`config.mk`:
```
export PLATFORM = sky130hd
export DESIGN_NAME = phase_sequencer
export DESIGN_NICKNAME = d
export VERILOG_FILES = /design/src/rtl/phase_seq_pkg.sv /design/src/rtl/phase_onehot_decoder.sv /design/src/rtl/phase_sequencer.sv
export SDC_FILE = /design/constraint.sdc
export NUM_CORES = 1
export LEC_CHECK = 0
export ABC_AREA = 1
export BUFFER_PORTS_ARGS = -buffer_cell sky130_fd_sc_hd__buf_2
export CORE_MARGIN = 8
export CORE_UTILIZATION = 30
export CTS_BUF_LIST = sky130_fd_sc_hd__clkbuf_16
export CTS_CLUSTER_SIZE = 25
export DETAILED_ROUTE_END_ITERATION = 7
export MAX_ROUTING_LAYER = met4
export PLACE_DENSITY_LB_ADDON = 0.25
export SLEW_MARGIN = 25
export SYNTH_ARGS = -nofsm -noshare
export SYNTH_HDL_FRONTEND = slang
export SYNTH_HIERARCHICAL = 1
export SYNTH_SLANG_ARGS = --single-unit
export TNS_END_PERCENT = 20
```
`constraint.sdc`:
```
create_clock -name clk -period 2.1 [get_ports clk]
set_input_delay 0 -clock clk [delete_from_list [all_inputs] [get_ports clk]]
set_output_delay 0 -clock clk [all_outputs]
set_load 0.005 [all_outputs]
```
`src/rtl/phase_seq_pkg.sv`:
```
// Shared types and constants for the N-phase core cycle sequencer.
// Holds the run-state enum and phase-range constants.
package phase_seq_pkg;

  typedef enum logic [1:0] {
    RUNNING      = 2'd0,
    HALT_PENDING = 2'd1,
    HALTED       = 2'd2
  } seq_state_e;

  localparam int MAX_PHASES  = 16;
  localparam int FETCH_PHASE = 0;

endpackage

```
`src/rtl/phase_onehot_decoder.sv`:
```
// Phase index to one-hot decoder with enable.
// Output is all zero when en is low.
module phase_onehot_decoder #(
  parameter int NUM_PHASES = 4,
  parameter int PHASE_W    = $clog2(NUM_PHASES)
) (
  input  logic [PHASE_W-1:0]    idx,
  input  logic                  en,
  output logic [NUM_PHASES-1:0] onehot
);

  // Set the single bit matching idx while enabled
  always_comb begin
    onehot = '0;
    for (int i = 0; i < NUM_PHASES; i++) begin
      if (en && idx == PHASE_W'(i)) onehot[i] = 1'b1;
    end
  end

endmodule

```
`src/rtl/phase_sequencer.sv`:
```
// N-phase core cycle sequencer with stall, jump, halt-at-boundary, resume.
// Optional retired-instruction counter: define PHASE_SEQ_RETIRE_CNT_EN.
module phase_sequencer
  import phase_seq_pkg::*;
#(
  parameter int NUM_PHASES = 4,
  parameter int PHASE_W    = $clog2(NUM_PHASES),
  parameter int CNT_W      = 16
) (
  input  logic                  clk,
  input  logic                  rst,
  input  logic                  advance,
  input  logic                  jump,
  input  logic [PHASE_W-1:0]    jump_phase,
  input  logic                  stall,
  input  logic                  halt_req,
  input  logic                  resume,
  output logic [PHASE_W-1:0]    phase,
  output logic [NUM_PHASES-1:0] phase_onehot,
  output logic                  is_fetch,
  output logic                  halted,
  output logic                  wrap,
  output logic                  jump_err,
  output logic [CNT_W-1:0]      instr_count
);

  if (NUM_PHASES < 2 || NUM_PHASES > MAX_PHASES) begin : g_bad_np
    $error("phase_sequencer: NUM_PHASES out of range");
  end

  localparam logic [PHASE_W-1:0] LAST  = PHASE_W'(NUM_PHASES - 1);
  localparam logic [PHASE_W-1:0] FETCH = PHASE_W'(FETCH_PHASE);
  localparam logic [PHASE_W:0]   NP    = (PHASE_W + 1)'(NUM_PHASES);

  seq_state_e         state_q, state_d;
  logic [PHASE_W-1:0] phase_q, phase_d;
  logic               wrap_q, wrap_d;
  logic               jump_err_q, jump_err_d;
  logic               jump_ok;

  assign jump_ok = {1'b0, jump_phase} < NP;

  // Next state: halt handling, then stall > jump > advance > hold
  always_comb begin
    state_d    = state_q;
    phase_d    = phase_q;
    wrap_d     = 1'b0;
    jump_err_d = jump_err_q;
    unique case (state_q)
      HALTED: begin
        phase_d = FETCH;
        if (resume) state_d = RUNNING;
      end
      default: begin
        if (state_q == RUNNING && halt_req) begin
          state_d = HALT_PENDING;
        end
        if (!stall) begin
          if (jump) begin
            if (jump_ok) phase_d = jump_phase;
            else jump_err_d = 1'b1;
          end else if (advance) begin
            if (phase_q == LAST) begin
              phase_d = FETCH;
              wrap_d  = 1'b1;
              if (state_q == HALT_PENDING) state_d = HALTED;
            end else begin
              phase_d = phase_q + PHASE_W'(1);
            end
          end
        end
      end
    endcase
  end

  // Sequencer state registers
  always_ff @(posedge clk or posedge rst) begin
    if (rst) begin
      state_q    <= RUNNING;
      phase_q    <= FETCH;
      wrap_q     <= 1'b0;
      jump_err_q <= 1'b0;
    end else begin
      state_q    <= state_d;
      phase_q    <= phase_d;
      wrap_q     <= wrap_d;
      jump_err_q <= jump_err_d;
    end
  end

`ifdef PHASE_SEQ_RETIRE_CNT_EN
  logic [CNT_W-1:0] cnt_q, cnt_d;

  // Count one retired instruction per wrap, modulo 2^CNT_W
  always_comb begin
    cnt_d = cnt_q;
    if (wrap_d) cnt_d = cnt_q + CNT_W'(1);
  end

  // Retire counter register
  always_ff @(posedge clk or posedge rst) begin
    if (rst) cnt_q <= '0;
    else     cnt_q <= cnt_d;
  end

  assign instr_count = cnt_q;
`else
  assign instr_count = '0;
`endif

  assign phase    = phase_q;
  assign halted   = (state_q == HALTED);
  assign is_fetch = (phase_q == FETCH) && !halted;
  assign wrap     = wrap_q;
  assign jump_err = jump_err_q;

  phase_onehot_decoder #(
    .NUM_PHASES (NUM_PHASES),
    .PHASE_W    (PHASE_W)
  ) u_dec (
    .idx    (phase_q),
    .en     (!halted),
    .onehot (phase_onehot)
  );

endmodule
```
==> summary.txt, run 1 <==
Floorplan
  – Die Height: between 50 and 60 µm
  – I/O pin cnt: 35
  – Core area: about 1500 µm²
  – Die area: ~3200 µm²
  – Row count: 14
  – Die width: approximately 56 µm
  – Initial core utilization: 0.323

Timing
  – Final setup viols: 0
  – Final hold violations: 0
  – Crit path time final: approximately 1.2 ns
  – Max-slew violations: 0
  – TNS Setup: 0 ns
  – Fin crit share: 0.549
  – Fmax: between 0.8 and 0.9 GHz
  – Fin Hold WS: a little over 0.04 ns
  – Skew final: just under 0.002 ns
  – RSZ-0062 raised after global routing: no

Critical path
  – Reg2Reg Depth: 6
  – Crit path arrival time: 1.26 ns
  – CP Launch Type: flip-flop
  – RR Startpoint: phase[0]$_DFFE_PP0P_
  – Slowest CP cell: dfrtp_1
  – CP Class: reg -> reg
  – Flop-to-flop setup slack: between 0.9 and 1 ns
  – Critical R2R Capture: phase[1]$_DFFE_PP0P_
  – Critical Path RT: 2.21 ns
  – CP cell instances: inv_1, ha_1, nand2_1, a21oi_1, nand2_1, nand2_1
  – Crit. End Element: flip-flop
  – Crit-path max FO: 6
  – Critical Path Max Stage Delay: 0.41 ns
  – Crit-path most repeated cell: nand2_1

Yosys
  – Distinct cells, synth: 14
  – Sequential element share of the synthesized area: 0.257
  – Syn Area/Cell: between 6 and 7 µm²
  – Yosys warns: 6
  – Synth top area cells: buf_4 26%, dfrtp_1 26%, nand2_1 12%
  – Post-Syn Area: 487 µm²
  – Mapped Cells: 75
  – Synth area leader: buf_4
  – #FFs+latches synth: 5
  – Synth top area share: 0.262

Worst hold path
  – Hold depth: 4
  – Hold path startpoint: resume
  – Hold Crit Endpoint: state_q[1]$_DFFE_PP0P_
  – Min-delay worst type: in -> reg

Drt
  – DRT iter0 DRCs: 8
  – Via count: 434
  – Pre-antenna DRT Iters: 4
  – Vias/cell: approximately 3.9
  – Post-detailed-route count of antenna-violating nets: 0
  – WL/cell: roughly 9.2 µm
  – Residual DRC: 0
  – WL final: slightly above 1 mm

Power
  – Pwr dens: 1180 nW/µm²
  – Tot Pwr: between 700 and 800 µW
  – IR drop worst, VDD: around 540 µV
  – LEAKAGE: 0.000396 µW

Layout
  – Nets: around 110
  – Antenna Cells: 0
  – Post-route design area: ~610 µm²
  – Layout cell share with drive strength beyond 1: 0.260
  – Area grow syn2layout: 26.0%
  – Layout Cells excl Fill: between 100 and 150
  – Fillers: 186

CTS
  – Clk sinks: 5
  – Cts bufs inserted: 3
  – Resize count post-CTS: 0
  – H-tree levels: 1
  – CTS tree: done
  – Clock-pin slew on the worst setup and hold paths: 0.03 ns
  – Clock latency on the worst-skew pair: between 0.2 and 0.25 ns
  – Root Buffer Master: clkbuf_16
  – Clock Tree Buf Depth: 2

Placed design
  – HPWL Detailed: approximately 910 µm
  – Placed insts: ~110
  – RD Place Congestion: 0.731
  – PortBufs: 17
  – DP Area: 524 µm²

GRT
  – Gr ovfl total: 0
  – Aggregate global-route resource usage: 0.0704
  – Global-route wire length before repair: between 1.5 and 2 mm
  – Number of global-route vias before repair: 443
  – Largest net degree at the start of global routing: 7
  – Initial antenna violation count: 0

Run status
  – Outcome: finished clean

Run
  – Max cap viols: 0
-- how the worst max path moves through the flow --
stage	start	to	slack, ns	depth (start not counted)
finish	phase[0]$_DFFE_PP0P_	phase[1]$_DFFE_PP0P_	0.95	6
global placement	phase[0]$_DFFE_PP0P_	phase[1]$_DFFE_PP0P_	0.93	6
detailed placement	phase[0]$_DFFE_PP0P_	phase[1]$_DFFE_PP0P_	0.93	6
floorplan	phase[0]$_DFFE_PP0P_	phase[1]$_DFFE_PP0P_	1.01	6
global route	phase[0]$_DFFE_PP0P_	phase[1]$_DFFE_PP0P_	0.83	6
CTS	phase[0]$_DFFE_PP0P_	phase[1]$_DFFE_PP0P_	0.92	6
-- cell usage after synthesis --
master   number
nor2_1       12
nor2_2        1
o21ai_1       3
nand2_2       2
a21oi_1       1
conb_1        1
nand4_1       1
inv_1        11
dfrtp_1       5
buf_4        17
nand3_1       2
inv_2         2
ha_1          2
nand2_1      15
-- repair_timing --
item	CTS	global route
buffers inserted	0	0
hold endpoints to repair	5	0
hold buffers	1	0
-- where the power goes --
part	internal [µW]	total, µW	switching [µW]
clock network	246	302	56.0
registers	129	171	42.2
logic	109	251	142
-- cells in the final DEF, fill, tap and decap left out, drive strengths merged --
cell          n
a21oi         1
buf          17
clkbuf        3
conb         17
dfrtp         5
dlygate4sd3   1
ha            2
inv          14
nand2        17
nand3         2
nand4         1
nor2         13
o21ai         3
-- layer usage --
metal  track usage  up-vias  part of all wire
li1              -      227                 -
met1        0.0656      184              0.41
met2         0.103       23              0.44
met3        0.0652        0              0.15
met4        0.0206        0                 0
met5             -        -                 0
-- critical path, delay by kind of cell (launching register included) --
kind	cells	cell delay [ns]
fa+ha+maj	1	0.29
compound gates	1	0.05
buf+inv	1	0.10
simple gates	3	0.18
flops	1	0.41
-- kinds of logic (layout without fill, tap and decap cells) --
| logic type | after synthesis | count (layout) | share of synthesized area |
|---|---|---|---|
| AND/OR/NAND/NOR | 33 | 33 | 0.280 |
| buffers and inverters | 30 | 35 | 0.362 |
| flip-flops | 5 | 5 | 0.257 |
| AO/OA/AOI/OAI | 4 | 4 | 0.0411 |
| adder cells (fa/ha/maj) | 2 | 2 | 0.0514 |
| other | 1 | 17 | 0.00770 |
-- cell type report --
| type | instances | area, µm² | share of cell area |
|---|---|---|---|
| repair buffers | 18 | 95.1 | 0.155 |
| clock buffers | 3 | 75.1 | 0.122 |
| flip-flops and latches | 5 | 125 | 0.204 |
| inverters | 13 | 48.8 | 0.0796 |
| multi-input cells | 56 | 245 | 0.400 |
| clock inverters | 1 | 3.75 | 0.00612 |
| well taps | 16 | 20.0 | 0.0327 |
-- per-stage QoR --
stage | setup slack [ns] | util
floorplan | 1.01 | -
global placement | 0.935 | 0.348
detailed placement | 0.925 | 0.348
CTS | 0.922 | 0.407
global route | 0.830 | 0.407
finish | 0.947 | 0.407
-- sequential cells by signal, indices dropped and copies added, names as in the netlist --
signal	count
wrap	1
state_q	2
phase	2
Power figures use the tool's default switching activity.
==> inputs of run 2 (changes only) <==
==> constraint.sdc (replaced) <==
create_clock -name clk -period 1 [get_ports clk]
set_input_delay 0 -clock clk [delete_from_list [all_inputs] [get_ports clk]]
set_output_delay 0 -clock clk [all_outputs]
set_load 0.005 [all_outputs]
==> summary.txt, run 2 (synthesis results as in run 1) <==
Run status
  – Outcome: finished with violations
  – Violations in the final reports: negative setup slack

Layout
  – Layout cell share with drive strength beyond 1: 0.404 (+0.143)
  – Most frequent cells in the layout: 17 x conb_1, 16 x buf_2, 13 x nand2_1, 11 x nor2_1, 9 x inv_1
  – Final Core Density: 0.476 (+0.0689)
  – Antenna Cells: 0 (unchanged)
  – Post-route design area: 717 µm² (+17%)
  – Fillers: 152 (-18%)
  – Layout Cells excl Fill: 120 (+7.1%)
  – Most common cell after layout, fill and taps aside: conb_1
  – Area grow syn2layout: 47.3%
  – Nets: 116 (+7.4%)

Timing
  – RSZ-0062 raised after global routing: yes
  – Fin crit share: 1.09 (+0.541)
  – Crit path time final: 1.09 ns (-0.0628 ns)
  – Setup WS post-layout: -0.0899 ns (-1.04 ns)
  – Final setup viols: 8 (+8)
  – Fmax: 0.918 GHz (+5.8%)
  – Final hold violations: 0 (unchanged)
  – Skew final: 0.0000668 ns (-0.00187 ns)
  – Max-slew violations: 0 (unchanged)
  – Fin Hold WS: 0.0326 ns (-0.00777 ns)

Placed design
  – Placed insts: 110 (+2.8%)
  – HPWL Detailed: 977 µm (+7.4%)
  – Worst slack, placed: -0.0400 ns (-0.965 ns)
  – PortBufs: 17 (unchanged)
  – DP Area: 547 µm² (+4.3%)
  – RD Place Congestion: 0.784 (+7.3%)

GRT
  – Number of global-route vias before repair: 512 (+16%)
  – Initial antenna violation count: 0 (unchanged)
  – Largest net degree at the start of global routing: 7 (unchanged)
  – Global-route wire length before repair: 2.13 mm (+19%)
  – Gr ovfl total: 0 (unchanged)
  – Aggregate global-route resource usage: 0.0863 (+0.0159)

Power
  – Pwr dens: 2590 nW/µm² (+120%)
  – IR drop worst, VDD: 1150 µV (+110%)
  – LEAKAGE: 0.000447 µW (+13%)

Critical path
  – CP Class: reg -> reg
  – Crit. End Element: flip-flop
  – Crit path arrival time: 1.20 ns (-0.06 ns)
  – Critical Path RT: 1.11 ns (-1.10 ns)
  – Crit-path max FO: 3 (-3)
  – CP Launch Type: flip-flop

Drt
  – Residual DRC: 0 (unchanged)
  – Post-detailed-route count of antenna-violating nets: 0 (unchanged)
  – WL/cell: 10.5 µm (+15%)
  – Via count: 490 (+13%)
  – Vias/cell: 4.08 (+5.4%)
  – DRT iter0 DRCs: 1 (-7)
  – Pre-antenna DRT Iters: 2 (-2)
  – WL final: 1.26 mm (+23%)

Worst hold path
  – Min-delay worst type: in -> reg

Floorplan
  – Row count: 14 (unchanged)
  – Core area: 1510 µm² (unchanged)
  – Die area: 3170 µm² (unchanged)
  – Initial core utilization: 0.323 (unchanged)
  – Die width: 56.3 µm (unchanged)
  – I/O pin cnt: 35 (unchanged)
  – Die Height: 56.3 µm (unchanged)

CTS
  – Cts bufs inserted: 3 (unchanged)
  – Clock Tree Buf Depth: 2 (unchanged)
  – Root Buffer Master: clkbuf_16
  – Clock latency on the worst-skew pair: 0.23 ns (about the same)
  – H-tree levels: 1 (unchanged)
  – Clock-pin slew on the worst setup and hold paths: 0.03 ns (about the same)
  – CTS tree: done
  – Clk sinks: 5 (unchanged)

Run
  – Max cap viols: 0 (unchanged)
## run 2: cell types whose count changed in the layout (fill, tap and decap cells not counted), sizes merged
cell / previous run / this run
buf: 17 / 25
## run 2: per-layer routing
metal | up-vias | GRT usage | share of wire
li1 | 245 | - | -
met1 | 221 | 0.0735 | 0.37
met2 | 20 | 0.138 | 0.51
met3 | 4 | 0.0449 | 0.074
met4 | 0 | 0.0722 | 0.042
met5 | - | - | 0
## run 2: power breakdown
group	leakage, µW	internal (µW)	total (µW)	switching [µW]
clock	0.0000423	518	646	129
combinational	0.000346	435	854	419
sequential	0.0000591	275	359	83.8
## run 2: through the flow
step,power (µW),TNS [ns]
6_report,1860,-0.275
5_1_grt,2010,-1.05
4_1_cts,1780,-0.349
3_5_place_dp,967,-0.0634
3_3_place_gp,967,-0.0234
2_1_floorplan,737,-0.0944
## run 2: worst paths after layout
path,cells after the start,startpoint,slack (ns),end
worst max-delay path,6,phase[1]$_DFFE_PP0P_,-0.09,state_q[0]$_DFFE_PP0P_
worst min-delay path,4,resume,0.03,state_q[1]$_DFFE_PP0P_
worst max register to register,6,phase[1]$_DFFE_PP0P_,-0.09,state_q[0]$_DFFE_PP0P_
worst min register to register,2,state_q[1]$_DFFE_PP0P_,0.59,state_q[1]$_DFFE_PP0P_
max in group asynchronous,3,rst,0.59,state_q[0]$_DFFE_PP0P_
min in group asynchronous,3,rst,0.22,state_q[1]$_DFFE_PP0P_
## run 2: area by class of cell
type,count,area (µm²),share of cell area
timing repair buffer,26,169,0.236
clock inverter,1,3.75,0.00524
multi-input combinational,56,274,0.382
tap,16,20.0,0.0279
sequential,5,126,0.176
clock buffer,3,75.1,0.105
inverter,13,48.8,0.0681
## run 2: repair_timing
action | 4_1_cts | 5_1_grt
buffers inserted | 5 | 0
hold buffers | 1 | 0
pin swaps | 4 | 6
setup endpoints to repair | 8 | 12
gates resized for setup | 6 | 8
endpoints found under the hold margin | 5 | 0
## run 2: worst max-delay path, cell delays in order (launching register included)
cell and delay, ns:
dfrtp_1 0.37, ha_2 0.19, inv_2 0.05, nor2_4 0.10, nand2_2 0.07, o21ai_2 0.14, inv_1 0.05
==> inputs of run 3 (changes only) <==
--- a/config.mk
+++ b/config.mk
@@ -17,6 +17,5 @@
 export SLEW_MARGIN = 25
 export SYNTH_ARGS = -nofsm -noshare
 export SYNTH_HDL_FRONTEND = slang
-export SYNTH_HIERARCHICAL = 1
 export SYNTH_SLANG_ARGS = --single-unit
 export TNS_END_PERCENT = 20
==> summary.txt, run 3 <==
Run status
  – Outcome: finished with violations
  – Violations in the final reports: negative setup slack

Drt
  – Residual DRC: 0 (unchanged)
  – DRT iter0 DRCs: 5 (+4)
  – WL final: 1.30 mm (+3.2%)
  – Post-detailed-route count of antenna-violating nets: 0 (unchanged)
  – WL/cell: 11.1 µm (+5.0%)
  – Pre-antenna DRT Iters: 2 (unchanged)
  – Via count: 472 (-3.7%)
  – Vias/cell: 4.00 (-2.0%)

GRT
  – Number of global-route vias before repair: 506 (-1.2%)
  – Gr ovfl total: 0 (unchanged)
  – Global-route wire length before repair: 2.10 mm (-1.6%)
  – Initial antenna violation count: 0 (unchanged)
  – Aggregate global-route resource usage: 0.0840 (-0.00238)
  – Largest net degree at the start of global routing: 6 (-1)

Critical path
  – Flop-to-flop setup slack: -0.08 ns (about the same)
  – Critical Path Max Stage Delay: 0.41 ns (+0.04 ns)
  – Bufs and invs on worst path: 4 (+2)
  – Critical Path RT: 1.00 ns (-0.11 ns)
  – Crit path arrival time: 1.15 ns (-0.05 ns)
  – Crit. End Element: primary output
  – CP Launch Type: flip-flop
  – Slowest CP cell: dfrtp_1
  – CP Class: reg -> out
  – CP cell instances: inv_2, buf_6, ha_4, inv_1, nor2_1, buf_2
  – Cell family contributing the most delay on the critical path: flip-flops
  – Crit-path max FO: 3 (unchanged)

Layout
  – Antenna Cells: 0 (unchanged)
  – Layout cell share with drive strength beyond 1: 0.402 (-0.00189)
  – Fillers: 155 (+2.0%)
  – Multi-input gate area: 273 µm² (-0.46%)
  – Final Core Density: 0.489 (+0.0126)
  – FF+latch area: 125 µm² (-0.99%)
  – Nets: 116 (unchanged)
  – Area grow syn2layout: 50.6%
  – Most common cell after layout, fill and taps aside: conb_1
  – Most frequent cells in the layout: 17 x conb_1, 16 x buf_2, 12 x nand2_1, 10 x nor2_1, 9 x inv_1

Floorplan
  – Row count: 14 (unchanged)
  – Initial core utilization: 0.324 (+0.00121)
  – Die area: 3200 µm² (+1.1%)
  – Die width: 56.6 µm (+0.55%)
  – Core area: 1520 µm² (+1.2%)
  – Die Height: 56.6 µm (+0.55%)
  – I/O pin cnt: 35 (unchanged)

Timing
  – Final hold violations: 0 (unchanged)
  – Max-slew violations: 0 (unchanged)
  – RSZ-0062 raised after global routing: yes
  – Fin crit share: 1.15 (+0.0585)
  – Final setup viols: 10 (+2)
  – Crit path time final: 1.15 ns (+0.0585 ns)
  – Skew final: 0.000295 ns (+0.000229 ns)
  – TNS Setup: -0.774 ns (-0.499 ns)
  – Fmax: 0.871 GHz (-5.1%)
  – Setup WS post-layout: -0.148 ns (-0.0585 ns)

CTS
  – Clock latency on the worst-skew pair: 0.23 ns (about the same)
  – CTS tree: done
  – Root Buffer Master: clkbuf_16
  – Cts bufs inserted: 3 (unchanged)
  – Clk sinks: 5 (unchanged)
  – Clock-pin slew on the worst setup and hold paths: 0.03 ns (about the same)
  – H-tree levels: 1 (unchanged)
  – Clock Tree Buf Depth: 2 (unchanged)

Yosys
  – Syn Area/Cell: 6.96 µm² (+7.3%)
  – Synth top area cells: buf_4 27%, dfrtp_1 25%, ha_1 10%
  – Main synth FF type: dfrtp_1
  – Synth area leader: buf_4
  – List of most frequent post-synthesis cells: 18 x buf_4, 12 x inv_1, 12 x nand2_1, 11 x nor2_1, 5 x dfrtp_1
  – Mapped Cells: 71 (-5.3%)
  – Distinct cells, synth: 13 (-1)
  – Post-synth EDFFs: 0 (unchanged)
  – Sequential element share of the synthesized area: 0.253 (-0.00390)
  – Synth top area share: 0.273 (+0.0112)
  – Dominant cell by count in the synthesized netlist: buf_4
  – Yosys warns: 0 (-6)
  – Post-Syn Area: 494 µm² (+1.5%)
  – Post-synth ARST share: 1.00 (unchanged)
  – #FFs+latches synth: 5 (unchanged)

Worst hold path
  – Min-delay worst type: in -> reg

Placed design
  – PortBufs: 17 (unchanged)
  – RD Place Congestion: 0.728 (-7.2%)
  – HPWL Detailed: 972 µm (-0.52%)

Power
  – IR drop worst, VDD: 703 µV (-39%)
  – Pwr dens: 1990 nW/µm² (-23%)
  – LEAKAGE: 0.000450 µW (+0.61%)

Run
  – Max cap viols: 0 (unchanged)
## run 3: cell type report
type                       instances  area share
tap                               16      0.0269
clock buffer                       3       0.101
clock inverter                     1     0.00504
timing repair buffer              29       0.267
multi-input combinational         51       0.366
inverter                          13      0.0655
sequential                         5       0.168
## run 3: power breakdown
group / switching [µW] / internal, µW / total (µW)
combinational: 265 / 263 / 528
sequential: 38.5 / 249 / 288
clock: 145 / 519 / 664
total: 449 / 1030 / 1480
## run 3: timing repair
item | CTS | global route
setup buffers | 4 | 0
hold buffers | 1 | 0
endpoints found under the hold margin | 5 | 0
pin swaps | 5 | 1
resized for setup | 8 | 6
setup endpoints to repair | 10 | 11
## run 3: stage by stage
stage	setup WS [ns]	hold WS (ns)	total power, µW	cells	instance area, µm²
finish	-0.148	0.0519	1480	118	744
global route	-0.179	0.0721	1560	118	744
CTS	-0.154	0.0527	1450	118	728
detailed placement	-0.0812	-0.0918	692	109	577
global placement	-0.0730	-0.0950	678	109	577
floorplan	-0.0334	-0.221	557	87	554
## run 3: metal layers
layer / vias to the layer above / wire length [µm] / track usage
met5: - / 0 / -
met4: 0 / 39 / 0.0722
met3: 5 / 121 / 0.0360
met2: 29 / 597 / 0.124
met1: 203 / 546 / 0.0831
li1: 235 / - / -
## run 3: worst paths after layout
path / start / endpoint / depth (start not counted)
setup reg to reg: phase[0]$_DFFE_PP0P_ / state_q[0]$_DFFE_PP0P_ / 6
max in group asynchronous: rst / state_q[1]$_DFFE_PP0P_ / 3
hold reg to reg: state_q[1]$_DFFE_PP0P_ / state_q[1]$_DFFE_PP0P_ / 3
hold / removal: resume / state_q[1]$_DFFE_PP0P_ / 4
min in group asynchronous: rst / wrap$_DFF_PP0_ / 3
setup / recovery: phase[0]$_DFFE_PP0P_ / phase_onehot[2] / 6
## run 3: cell families (layout without fill, tap and decap cells)
logic type               count (synthesis)  after routing  share of synthesized area
AO/OA/AOI/OAI                            3              3                     0.0380
adder cells (fa/ha/maj)                  4              4                      0.101
buffers and inverters                   31             46                      0.372
flip-flops                               5              5                      0.253
other                                    1             17                    0.00759
AND/OR/NAND/NOR                         27             27                      0.228
## run 3: worst register-to-register path, delay by kind of cell, from the launching register on
kind            cells  cell delay [ns]
flops               1             0.39
fa+ha+maj           1             0.20
simple gates        2             0.14
compound gates      1             0.14
buf+inv             2             0.10
